--- config.mk ---
export PLATFORM = sky130hd
export DESIGN_NAME = c_requant
export DESIGN_NICKNAME = d
export VERILOG_FILES = /design/src/rtl/c_requant_pkg.sv /design/src/rtl/c_requant_axis_pipe_stage.sv /design/src/rtl/c_requant.sv
export SDC_FILE = /design/constraint.sdc
export NUM_CORES = 1
export LEC_CHECK = 0
export BUFFER_PORTS_ARGS = -buffer_cell sky130_fd_sc_hd__buf_2
export CAP_MARGIN = 20
export CORE_MARGIN = 3
export CORE_UTILIZATION = 50
export CTS_CLUSTER_DIAMETER = 100
export CTS_CLUSTER_SIZE = 40
export DETAILED_ROUTE_END_ITERATION = 7
export MAX_ROUTING_LAYER = met4
export PLACE_DENSITY = 0.78
export REMOVE_ABC_BUFFERS = 1
export SLEW_MARGIN = 20
export SYNTH_ARGS = -nofsm -noshare
export SYNTH_HDL_FRONTEND = slang
export SYNTH_SLANG_ARGS = --single-unit
--- constraint.sdc ---
create_clock -name clk -period 5.15 [get_ports clk]
set_input_delay 0 -clock clk [delete_from_list [all_inputs] [get_ports clk]]
set_output_delay 0 -clock clk [all_outputs]
set_load 0.005 [all_outputs]
--- src/rtl/c_requant_pkg.sv ---
// Shared helpers for the requantizer: counter sizing, rounding constant and
// saturation to the output width.
package c_requant_pkg;

  localparam int M_DEFAULT = 25;
  localparam int L_DEFAULT = 17;

  // Bits needed for a counter that runs 0..n-1 (never narrower than 1 bit).
  function automatic int cnt_width(input int n);
    if (n > 32'sd1) begin
      return $clog2(n);
    end else begin
      return 32'sd1;
    end
  endfunction

  localparam int ROW_CNT_W = cnt_width(M_DEFAULT);
  localparam int COL_CNT_W = cnt_width(L_DEFAULT);

  // Round-half-up bias added before an arithmetic right shift by sh.
  function automatic int round_const(input int sh);
    if (sh == 32'sd0) begin
      return 32'sd0;
    end else begin
      return 32'sd1 <<< (sh - 32'sd1);
    end
  endfunction

  // Clamp a signed value into the two's complement range of a dw-bit word.
  function automatic int sat_to_dw(input int v, input int dw);
    int hi;
    int lo;
    hi = (32'sd1 <<< (dw - 32'sd1)) - 32'sd1;
    lo = -(32'sd1 <<< (dw - 32'sd1));
    if (v > hi) begin
      return hi;
    end else if (v < lo) begin
      return lo;
    end else begin
      return v;
    end
  endfunction

endpackage

--- src/rtl/c_requant_axis_pipe_stage.sv ---
// One valid/ready register slice. Loads whenever it is empty or its current
// content is taken downstream in the same cycle.
module axis_pipe_stage #(
  parameter int W = 8
) (
  input  logic         clk,
  input  logic         rst_n,
  input  logic         in_valid_i,
  input  logic [W-1:0] in_data_i,
  output logic         in_ready_o,
  output logic         out_valid_o,
  output logic [W-1:0] out_data_o,
  input  logic         out_ready_i
);

  logic         valid_q;
  logic         valid_d;
  logic [W-1:0] data_q;
  logic [W-1:0] data_d;

  assign in_ready_o  = !valid_q || out_ready_i;
  assign out_valid_o = valid_q;
  assign out_data_o  = data_q;

  // Next-state: refill or empty the slot only when the downstream side lets go.
  always_comb begin
    valid_d = valid_q;
    data_d  = data_q;
    if (in_ready_o) begin
      valid_d = in_valid_i;
      if (in_valid_i) begin
        data_d = in_data_i;
      end else begin
        data_d = data_q;
      end
    end else begin
      valid_d = valid_q;
      data_d  = data_q;
    end
  end

  // Slot registers, cleared by the asynchronous reset.
  always_ff @(posedge clk or negedge rst_n) begin
    if (!rst_n) begin
      valid_q <= 1'b0;
      data_q  <= {W{1'b0}};
    end else begin
      valid_q <= valid_d;
      data_q  <= data_d;
    end
  end

endmodule

--- src/rtl/c_requant.sv ---
// Requantizer for the systolic-array result stream: rounding shift, optional
// ReLU and saturation in a two-slice pipeline; output tlast is generated by
// the frame counters, upstream tlast is only checked.
module c_requant
  import c_requant_pkg::*;
#(
  parameter int M  = 25,
  parameter int L  = 17,
  parameter int OW = 16,
  parameter int DW = 8,
  parameter int SW = 4
) (
  input  logic          clk,
  input  logic          rst_n,
  input  logic [SW-1:0] cfg_shift,
  input  logic          cfg_relu,
  input  logic [OW-1:0] s_axis_c_tdata,
  input  logic          s_axis_c_tvalid,
  output logic          s_axis_c_tready,
  input  logic          s_axis_c_tlast,
  output logic [DW-1:0] m_axis_q_tdata,
  output logic          m_axis_q_tvalid,
  input  logic          m_axis_q_tready,
  output logic          m_axis_q_tlast,
  output logic          err_tlast,
  output logic          frame_done
);

  localparam int RW  = cnt_width(M);
  localparam int CW  = cnt_width(L);
  localparam int TW  = OW + 1;
  localparam int S1W = TW + 2;
  localparam int S2W = DW + 1;

  logic [RW-1:0] row_q, row_d;
  logic [CW-1:0] col_q, col_d;
  logic [SW-1:0] shift_q, shift_d;
  logic          relu_q, relu_d;
  logic          err_q, err_d;
  logic          frame_done_q, frame_done_d;

  logic          s_fire_s, first_s, last_s, relu_eff_s;
  logic [SW-1:0] sh_eff_s;
  logic signed [TW-1:0] c_ext_s, rnd_s, sum_s, t_s;
  logic [S1W-1:0] s1_in_s, s1_out_s;
  logic           s1_valid_s, s2_ready_s;
  logic signed [TW-1:0] s1_t_s, relu_t_s;
  logic           s1_relu_s, s1_last_s;
  logic [DW-1:0]  q_s;
  logic [S2W-1:0] s2_in_s, s2_out_s;

  assign s_fire_s = s_axis_c_tvalid && s_axis_c_tready;
  assign first_s  = (row_q == {RW{1'b0}}) && (col_q == {CW{1'b0}});
  assign last_s   = (row_q == RW'(M - 1)) && (col_q == CW'(L - 1));

  // The first beat of a frame uses the live config; later beats the latched copy.
  assign sh_eff_s   = first_s ? cfg_shift : shift_q;
  assign relu_eff_s = first_s ? cfg_relu  : relu_q;

  // Stage 1 datapath: one extra bit so the rounding add cannot wrap.
  assign c_ext_s = {s_axis_c_tdata[OW-1], s_axis_c_tdata};
  assign rnd_s   = TW'(round_const(int'(sh_eff_s)));
  assign sum_s   = c_ext_s + rnd_s;
  assign t_s     = sum_s >>> sh_eff_s;
  assign s1_in_s = {relu_eff_s, last_s, t_s};

  axis_pipe_stage #(.W(S1W)) u_stage1 (
    .clk         (clk),
    .rst_n       (rst_n),
    .in_valid_i  (s_axis_c_tvalid),
    .in_data_i   (s1_in_s),
    .in_ready_o  (s_axis_c_tready),
    .out_valid_o (s1_valid_s),
    .out_data_o  (s1_out_s),
    .out_ready_i (s2_ready_s)
  );

  assign s1_relu_s = s1_out_s[S1W-1];
  assign s1_last_s = s1_out_s[S1W-2];
  assign s1_t_s    = s1_out_s[TW-1:0];

  // Stage 2 datapath: ReLU clamp of negative values ahead of saturation.
  always_comb begin
    relu_t_s = s1_t_s;
    if (s1_relu_s && s1_t_s[TW-1]) begin
      relu_t_s = {TW{1'b0}};
    end else begin
      relu_t_s = s1_t_s;
    end
  end

  assign q_s     = DW'(sat_to_dw(int'(relu_t_s), DW));
  assign s2_in_s = {s1_last_s, q_s};

  axis_pipe_stage #(.W(S2W)) u_stage2 (
    .clk         (clk),
    .rst_n       (rst_n),
    .in_valid_i  (s1_valid_s),
    .in_data_i   (s2_in_s),
    .in_ready_o  (s2_ready_s),
    .out_valid_o (m_axis_q_tvalid),
    .out_data_o  (s2_out_s),
    .out_ready_i (m_axis_q_tready)
  );

  assign m_axis_q_tlast = s2_out_s[S2W-1];
  assign m_axis_q_tdata = s2_out_s[DW-1:0];
  assign err_tlast      = err_q;
  assign frame_done     = frame_done_q;

  // Frame counters, config latch and sticky framing check on accepted beats.
  always_comb begin
    row_d   = row_q;
    col_d   = col_q;
    shift_d = shift_q;
    relu_d  = relu_q;
    err_d   = err_q;
    if (s_fire_s) begin
      if (col_q == CW'(L - 1)) begin
        col_d = {CW{1'b0}};
        if (row_q == RW'(M - 1)) begin
          row_d = {RW{1'b0}};
        end else begin
          row_d = row_q + RW'(1'b1);
        end
      end else begin
        col_d = col_q + CW'(1'b1);
        row_d = row_q;
      end
      if (first_s) begin
        shift_d = cfg_shift;
        relu_d  = cfg_relu;
      end else begin
        shift_d = shift_q;
        relu_d  = relu_q;
      end
      if (s_axis_c_tlast != last_s) begin
        err_d = 1'b1;
      end else begin
        err_d = err_q;
      end
    end else begin
      row_d = row_q;
      col_d = col_q;
    end
  end

  // Pulse once after the handshake of the counter-marked last output beat.
  always_comb begin
    frame_done_d = m_axis_q_tvalid && m_axis_q_tready && m_axis_q_tlast;
  end

  // Control state registers.
  always_ff @(posedge clk or negedge rst_n) begin
    if (!rst_n) begin
      row_q        <= {RW{1'b0}};
      col_q        <= {CW{1'b0}};
      shift_q      <= {SW{1'b0}};
      relu_q       <= 1'b0;
      err_q        <= 1'b0;
      frame_done_q <= 1'b0;
    end else begin
      row_q        <= row_d;
      col_q        <= col_d;
      shift_q      <= shift_d;
      relu_q       <= relu_d;
      err_q        <= err_d;
      frame_done_q <= frame_done_d;
    end
  end

endmodule

==> out/results.tsv, run 1 <==
metric	value	unit
Mapped Cells	476	
Top FF cell, synth	dfrtp_1	
die span in x	95.7	microns
Routed Antenna Nets	0	
Longest Clk Path Bufs	2	
setup slack after layout	0.153	ns
share of layout cells above drive strength 1	0.204	
final worst path period share	0.970	
CTS tree	built	
worst slew pin tran	0.986	ns
Pre-Repair DR Iteration Count	5	
Mapped Avg Cell Area	8.44	sq um
Setup Skew	0.00945	ns
final hold violation count	0	
Hold Crit Class	in2reg	
Critical Path Start Type	flip-flop	
DRT iter0 DRCs	214	
overflow left after global routing	0	
setup total negative slack	0	ns
Synth cell types	79	
Max Slew Vio Count	0	
Rows	32	
ys async rst share	1.00	
# setup viols final	0	
total of max-cap violations	0	
critical path arrival	5.15	ns
Critical Path RT	5.30	ns
area of the die	0.00915	sq mm
Yosys warning count	0	
via count of the first global-routing pass	3600	
outcome	completed	
Filler Cell Count	707	
top cell type by total area after synthesis	dfrtp_1	
Max Fanout on Critical Path	17	
GPL Wtd Cong	0.983	
first-pass GRT wire length	17400	microns
most common cell in the netlist	nand2_1	
Worst Path Buf+Inv	3	
All-Layer GR Usage	0.245	
Max VDD drop	324	uV
fin crit period	5.00	ns
Critical Path, Cell by Cell	inv_1 -> ha_1 -> nor3b_4 -> buf_4 -> nand4_1 -> nand2_2 -> buf_4 -> nor2_2 -> nand3_1 -> o21ai_1 -> nand2_1 -> nor2_1 -> ha_1 -> fa_2 -> a211o_1 -> nand2b_2 -> a31oi_4 -> o41a_1 -> and2_4 -> a221o_1 -> a2111oi_4 -> a221oi_2	
number of diodes	0	
Reg clk slew, reported paths	0.08	ns
initial antenna violation count	0	
max incr delay on CP	0.48	ns
unrepaired setup endpoints after global routing	yes	
Ports	39	
synthesized area	0.00402	sq mm
Post-synth top cells	56 x nand2_1, 46 x dfrtp_1, 46 x nor2_1, 34 x a21oi_1, 29 x o21ai_0	
Leak	2.00	nW
sequential element share of the synthesized area	0.286	
CP Class	reg2reg	
vias per cell	6.17	
DRT Wirelength	10600	microns
DRC Markers	0	
area added between synthesis and finish	13.2	%
later-pin clock latency in the skew report	0.30	ns
dpl ws	0.0325	ns
max frequency	200	MHz
core area	0.00777	sq mm
clock root buffer	clkbuf_8	
worst rel slew slack	0.343	
Area contributors post-synth	dfrtp_1 29%, ha_1 6.8%, nand2_1 5.2%	
total CTS buffers	5	
total clock sinks	46	
Final #Nets	573	
DR WL/cell	17.0	microns
Critical-path top delay cell	o41a_1	
synthesized flop and latch total	46	
CP top delay family	compound AO/OA/AOI/OAI gates	
Synth top area share	0.286	
largest net degree at the start of global routing	47	
Starting Density	0.517	
post-DP HPWL	8030	microns
# port buffers	38	
CTS HTree Levels	2	
die height	95.7	microns
PnR Total Power	3.02	mW
crit path capture type	flip-flop	
Pwr per Cell Area	663	mW/mm^2
vias	3862	
Post-synth EDFFs	0	
[stage by stage]
step / cells / instance area, sq um / utilization / hold slack, ns
global placement: 606 / 4310 / 0.555 / 0.215
floorplan: 453 / 3900 / - / -0.296
global route: 626 / 4550 / 0.586 / 0.0608
finish: 626 / 4550 / 0.586 / 0.0497
detailed placement: 606 / 4310 / 0.555 / 0.221
CTS: 623 / 4490 / 0.578 / 0.0496
[final cells by class]
class	instances	area (sq um)	area share
Clock buffer	5	68.8	0.0151
Clock inverter	2	10.0	0.00220
Inverter	9	36.3	0.00797
Multi-Input combinational cell	398	2750	0.605
Sequential cell	46	1150	0.253
Tap cell	102	128	0.0280
Timing Repair Buffer	64	405	0.0891
[per-layer routing]
layer	GRT usage	vias to the layer above	share of wire
met5	-	-	0
met2	0.393	127	0.47
met1	0.319	1834	0.46
met4	0.0853	0	0.025
li1	-	1878	-
met3	0.0300	23	0.043
[what timing repair did]
item / in CTS / in global routing
buffers inserted: 2 / 3
hold buffers: 8 / 0
gates resized for setup: 1 / 11
cloned: 0 / 0
setup endpoints to repair: 1 / 16
endpoints found under the hold margin: 53 / 0
pin swaps: 1 / 4
[cells by family (layout without fill, tap and decap cells)]
logic type	count (synthesis)	count (layout)	share of synthesized area
and+or+nand+nor	183	183	0.225
AOI/OAI and AO/OA	153	153	0.273
DFF	46	46	0.286
buffers and inverters	32	80	0.0389
muxes	25	25	0.0725
adders and majority gates	23	23	0.0735
xor gates and xnor gates	14	14	0.0305
[worst register-to-register path, delay by kind of cell (launching register included)]
kind / cells / cell delay [ns]
AO/OA/AOI/OAI: 7 / 1.80
AND/OR/NAND/NOR: 9 / 1.34
adder cells (fa/ha/maj): 3 / 0.78
buffers and inverters: 3 / 0.52
flip-flops: 1 / 0.43
[registers in the layout, indices dropped and copies added (netlist names)]
signal and cells:
col_q 5, err_tlast 1, frame_done 1, row_q 5
shift_q 4, u_stage1.out_data_o 19, u_stage1.out_valid_o 1, u_stage2.out_data_o 9
u_stage2.out_valid_o 1
[path summary, 6_finish.rpt]
| path | from | to | slack (ns) | cells past startpoint |
|---|---|---|---|---|
| setup / recovery | col_q[0] | u_stage1.out_data_o[7] | 0.15 | 22 |
| hold / removal | s_axis_c_tlast | err_tlast | 0.05 | 3 |
| setup reg to reg | col_q[0] | u_stage1.out_data_o[7] | 0.15 | 22 |
| hold reg to reg | err_tlast | err_tlast | 0.46 | 1 |
| max in group asynchronous | rst_n | row_q[2] | 4.14 | 2 |
| min in group asynchronous | rst_n | col_q[4] | 0.40 | 2 |
[layout by cell type, fill, tap and decap left out, types with 12 or more instances in the layout]
master / instances
nand3_1: 16
dfrtp_1: 46
buf_2: 38
o21ai_0: 27
buf_4: 18
nor2_1: 46
a21oi_1: 32
ha_1: 20
mux2i_1: 12
nand2_1: 56
[power by group]
part	leakage [nW]	switching, mW	internal [mW]
combinational	1.41	1.31	0.896
sequential	0.545	0.104	0.494
clock	0.0438	0.118	0.0912
(Power assumes the default switching activity.)
==> inputs of run 2 (changes only) <==
Settings changed: CORE_ASPECT_RATIO from default to 1.2.
==> run 2 against run 1 <==
Compared with the run above:
- sequential share of layout area decreased by 0.37 points
- via count increased by 0.54%
- largest power group unchanged
- critical path type unchanged
- count of clock-buffer cells in the layout increased by 1
==> out/results.tsv, run 2 (synthesis results as in run 1) <==
metric	value	unit	change
met1 wire length	4520	microns	-8.6%
largest net degree at the start of global routing	47		unchanged
core area	0.00775	sq mm	-0.21%
end of the worst register-to-register path	u_stage1.out_data_o[3]		
DRT Wirelength	10400	microns	-1.9%
final core occ	0.596		+0.00995
Ports	39		unchanged
Pre-Repair DR Iteration Count	5		unchanged
hold path start	s_axis_c_tlast		
Setup Skew	0.00888	ns	-0.000568 ns
Hold Crit Class	in2reg		
crit path capture type	flip-flop		
total clock sinks	46		unchanged
GPL Wtd Cong	0.930		-5.3%
initial antenna violation count	0		unchanged
die span in x	87.8	microns	-8.2%
# port buffers	38		unchanged
Reg clk slew, reported paths	0.08	ns	about the same
max frequency	203	MHz	+1.4%
PnR Total Power	3.10	mW	+2.8%
clock share of power	0.085		+0.015
All-Layer GR Usage	0.229		-0.0157
Reg area	0.00115	sq mm	unchanged
vias	3883		+0.54%
via count of the first global-routing pass	3644		+1.2%
most frequent cells in the layout	56 x nand2_1, 46 x dfrtp_1, 45 x nor2_1		
Leak	2.04	nW	+1.9%
combinational share of power	0.722		-0.010
Critical Path RT	5.30	ns	about the same
Max VDD drop	392	uV	+21%
final hold violation count	0		unchanged
later-pin clock latency in the skew report	0.29	ns	about the same
CP Class	reg2reg		
setup slack after layout	0.223	ns	+0.0698 ns
DRT iter0 DRCs	266		+24%
area added between synthesis and finish	14.9	%	
total CTS buffers	5		unchanged
setup total negative slack	0	ns	unchanged
Max Slew Vio Count	0		unchanged
Int Pwr	1.57	mW	+6.1%
CTS tree	built		
CTS HTree Levels	2		unchanged
max FFs per register	19		unchanged
Hold Path Depth	3		unchanged
fin crit period	4.93	ns	-0.0698 ns
number of diodes	0		unchanged
area of the die	0.00915	sq mm	about the same
outcome	completed		
vias per cell	6.26		+1.5%
Longest Clk Path Bufs	2		unchanged
clock root buffer	clkbuf_8		
Final #Nets	577		+0.70%
Net Sw Frac	0.493		-0.0160
placed inst area	0.00432	sq mm	+0.23%
share of layout cells above drive strength 1	0.214		+0.00982
worst slew pin tran	0.838	ns	-0.148 ns
dpl ws	0.0848	ns	+0.0523 ns
Max Fanout on Critical Path	19		+2
NetSw	1.53	mW	-0.47%
R2R setup slack	0.22	ns	+0.07 ns
number of placed instances, taps included	599		-1.2%
Filler Cell Count	649		-8.2%
Seq pwr share	0.192		-0.006
WHS	0.0557	ns	+0.00592 ns
Pwr per Cell Area	671	mW/mm^2	+1.3%
most common cell after layout, fill and taps aside	nand2_1		
total of max-cap violations	0		unchanged
overflow left after global routing	0		unchanged
cells on worst reg2reg path	20		-9.1%
met2 WL post-DR	5030	microns	+0.98%
multi-input logic area	0.00277	sq mm	+0.50%
metal3 WL	479	microns	+4.1%
DRC Markers	0		unchanged
DR WL/cell	16.9	microns	-0.90%
RR Startpoint	col_q[0]		
Rows	35		+9.4%
highest metal used	met4		
critical path arrival	5.08	ns	-0.07 ns
Critical Path Start Type	flip-flop		
first-pass GRT wire length	16900	microns	-2.9%
worst rel slew slack	0.436		+0.0937
post-DP HPWL	7870	microns	-2.0%
design area	0.00462	sq mm	+1.5%
die height	104	microns	+8.9%
Starting Density	0.518		+0.00109
count of non-filler cells in the finished layout	620		-0.96%
final worst path period share	0.957		-0.0136
Hold Path Sink	err_tlast		
Routed Antenna Nets	0		unchanged
# setup viols final	0		unchanged
## run 2: worst max path at each step
stage	start	slack (ns)	endpoint
floorplan	col_q[0]	0.07	u_stage1.out_data_o[7]
global placement	col_q[0]	0.27	u_stage1.out_data_o[7]
detailed placement	col_q[0]	0.08	u_stage1.out_data_o[7]
CTS	col_q[0]	0.05	u_stage1.out_data_o[7]
global route	col_q[1]	-0.02	u_stage1.out_data_o[7]
finish	col_q[0]	0.22	u_stage1.out_data_o[3]
## run 2: what timing repair did
action                                  CTS  global route
endpoints found under the setup margin    0            15
hold buffers                              8             0
endpoints found under the hold margin    53             0
gates resized for setup                   0            16
buffers inserted                          0             6
## run 2: power by group through the flow
stage,registers (mW),logic [mW],clock network (mW)
2_1_floorplan,0.578,1.53,0
3_3_place_gp,0.595,2.06,0
3_5_place_dp,0.599,2.10,0
4_1_cts,0.594,2.12,0.270
5_1_grt,0.612,2.44,0.283
6_report,0.595,2.24,0.265
## run 2: cell type report
cell class | instances | share of cell area
clock buffers | 6 | 0.0179
inverters | 9 | 0.00786
multi-input cells | 398 | 0.599
flip-flops and latches | 46 | 0.249
repair buffers | 68 | 0.0948
well taps | 92 | 0.0249
clock inverters | 1 | 0.00650
## run 2: critical path, cell delays in order, from the launching register on
cell and delay (ns):
dfrtp_1 0.41, inv_1 0.07, ha_1 0.16, nor3b_4 0.25
nand3_2 0.12, mux2_4 0.34, buf_4 0.22, nor2_4 0.18
nand3_1 0.10, o21ai_1 0.13, nand2b_1 0.16, nor2_1 0.22
ha_1 0.33, a211o_1 0.35, nand2b_2 0.12, a31oi_4 0.13
o41a_1 0.48, and2_4 0.18, a221o_1 0.42, mux2i_2 0.26
o221ai_1 0.16
## run 2: metal layers
metal | vias to the layer above | global-route usage
met3 | 41 | 0.0301
met2 | 145 | 0.372
met1 | 1818 | 0.283
li1 | 1879 | -
met4 | 0 | 0.0987
met5 | - | -
==> inputs of run 3 (changes only) <==
Settings changed: CORE_MARGIN 3 to default, PLACE_DENSITY 0.78 to 0.75.
Clock period 5.15 ns to 5.1 ns, I/O delays scaled along.
==> run 3 against run 2 <==
Compared with the run above:
- the flow now finishes with violations (design-rule violations)
- clock power is 5% higher
- die area fell by 8.2%
- sequential share of layout area increased by 0.18 points
- final cell count unchanged
- fmax increased by 2.0%
- non-clock buffer count fell by 1
- sequential power is 1% higher
- hold slack lost 0.018 ns
- sequential cell count did not move
==> out/results.tsv, run 3 (synthesis results as in run 1) <==
metric	value	unit	change
worst slew pin tran	0.818	ns	-0.0206 ns
area of the die	0.00840	sq mm	-8.2%
Filler Cell Count	707		+8.9%
Pre-Repair DR Iteration Count	7		+2
initial antenna violation count	0		unchanged
Hold Crit Class	in2reg		
Critical Path, Cell by Cell	inv_1 -> ha_1 -> nor3b_4 -> nand3_2 -> mux2_2 -> inv_2 -> ha_2 -> nor2_1 -> a21oi_1 -> o21ai_1 -> nand2_1 -> nor2_1 -> ha_1 -> fa_2 -> a211o_1 -> nand2b_2 -> a31oi_4 -> o41a_1 -> and2_4 -> a221o_1 -> a2111oi_4 -> a221oi_2		
final core occ	0.591		-0.00436
Max Fanout on Critical Path	6		-13
area added between synthesis and finish	14.1	%	
total clock sinks	46		unchanged
unrepaired setup endpoints after global routing	no		
Critical-path top delay cell	o41a_1		
overflow left after global routing	0		unchanged
most common cell after layout, fill and taps aside	nand2_1		
Final #Nets	576		-0.17%
violated checks	design-rule violations		
Longest Clk Path Bufs	2		unchanged
crit path capture type	flip-flop		
later-pin clock latency in the skew report	0.31	ns	+0.02 ns
max incr delay on CP	0.43	ns	-0.05 ns
Reg clk slew, reported paths	0.09	ns	about the same
clock root buffer	clkbuf_8		
Leak	2.03	nW	-0.45%
CTS HTree Levels	2		unchanged
setup total negative slack	0	ns	unchanged
final worst path period share	0.948		-0.00913
Rows	35		unchanged
outcome	finished with violations		
GPL Wtd Cong	0.984		+5.8%
die height	100	microns	-3.8%
via count of the first global-routing pass	3731		+2.4%
share of layout cells above drive strength 1	0.210		-0.00379
core area	0.00775	sq mm	unchanged
DR WL/cell	17.3	microns	+2.4%
Pwr per Cell Area	676	mW/mm^2	+0.80%
CTS tree	built		
# setup viols final	0		unchanged
Max Slew Vio Count	0		unchanged
Routed Antenna Nets	0		unchanged
worst rel slew slack	0.455		+0.0185
largest net degree at the start of global routing	47		unchanged
die span in x	83.8	microns	-4.6%
max FFs per register	19		unchanged
Critical Path Start Type	flip-flop		
total CTS buffers	5		unchanged
Starting Density	0.518		unchanged
first-pass GRT wire length	18200	microns	+7.6%
# port buffers	38		unchanged
vias	3849		-0.88%
Setup Skew	0.00994	ns	+0.00106 ns
vias per cell	6.21		-0.88%
max frequency	207	MHz	+2.0%
DRC Markers	4		+4
critical path arrival	5.01	ns	-0.07 ns
DRT iter0 DRCs	303		+14%
All-Layer GR Usage	0.277		+0.0471
fin crit period	4.83	ns	-0.0944 ns
number of diodes	0		unchanged
Ports	39		unchanged
post-DP HPWL	8210	microns	+4.3%
most frequent cells in the layout	56 x nand2_1, 46 x dfrtp_1, 45 x nor2_1		
total of max-cap violations	0		unchanged
CP Class	reg2reg		
final hold violation count	0		unchanged
Critical Path RT	5.28	ns	-0.02 ns
Max VDD drop	349	uV	-11%
DRT Wirelength	10700	microns	+2.4%
[run 3: worst paths after layout]
| check | from | end | slack (ns) | cells past startpoint |
|---|---|---|---|---|
| worst min register to register | err_tlast | err_tlast | 0.46 | 1 |
| min in group asynchronous | rst_n | row_q[0] | 0.23 | 2 |
| worst max register to register | col_q[1] | u_stage1.out_data_o[7] | 0.27 | 22 |
| worst max-delay path | col_q[1] | u_stage1.out_data_o[7] | 0.27 | 22 |
| max in group asynchronous | rst_n | u_stage1.out_data_o[4] | 4.48 | 2 |
| worst min-delay path | s_axis_c_tlast | err_tlast | 0.04 | 3 |
[run 3: timing repair]
item / in CTS / in global routing
hold endpoints to repair: 53 / 0
setup endpoints to repair: 0 / 16
gates resized for setup: 0 / 11
setup buffers: 0 / 4
hold buffers: 8 / 0
[run 3: area by class of cell]
type	count	area (sq um)	share of cell area
multi-input combinational	398	2740	0.598
sequential	46	1150	0.251
tap	92	115	0.0251
timing repair buffer	67	430	0.0939
inverter	9	33.8	0.00737
clock buffer	5	68.8	0.0150
clock inverter	3	43.8	0.00955
[run 3: report_power, final]
| part | switching, mW | internal (mW) | total [mW] | leakage, nW |
|---|---|---|---|---|
| Sequential | 0.105 | 0.498 | 0.603 | 0.545 |
| Clock | 0.132 | 0.147 | 0.279 | 0.0585 |
| Combinational | 1.31 | 0.905 | 2.22 | 1.42 |
| Total | 1.55 | 1.55 | 3.10 | 2.03 |
[run 3: critical path, delay by kind of cell, from the launching register on]
| family | cells | cell delay, ns |
|---|---|---|
| AOI/OAI and AO/OA | 8 | 1.95 |
| buffers and inverters | 2 | 0.18 |
| adders and majority gates | 4 | 0.96 |
| muxes | 1 | 0.31 |
| and+or+nand+nor | 7 | 0.90 |
| DFF | 1 | 0.40 |
[run 3: per-stage QoR]
stage          power, mW  std cells  hold WS (ns)  setup WS [ns]  instance area [sq um]
3_5_place_dp        2.74        600         0.227         0.0555                   4330
4_1_cts             3.03        616        0.0382         0.0101                   4520
3_3_place_gp        2.71        600         0.210          0.196                   4330
2_1_floorplan       2.13        453        -0.296         0.0163                   3900
5_1_grt             3.36        620        0.0458       0.000641                   4580
6_report            3.10        620        0.0381          0.267                   4580
[run 3: layer usage]
metal	GRT usage	vias up	wire, microns
met5	-	-	0
li1	-	1890	-
met3	0.0181	38	286
met1	0.318	1803	4550
met4	0.158	0	499
met2	0.481	118	5360
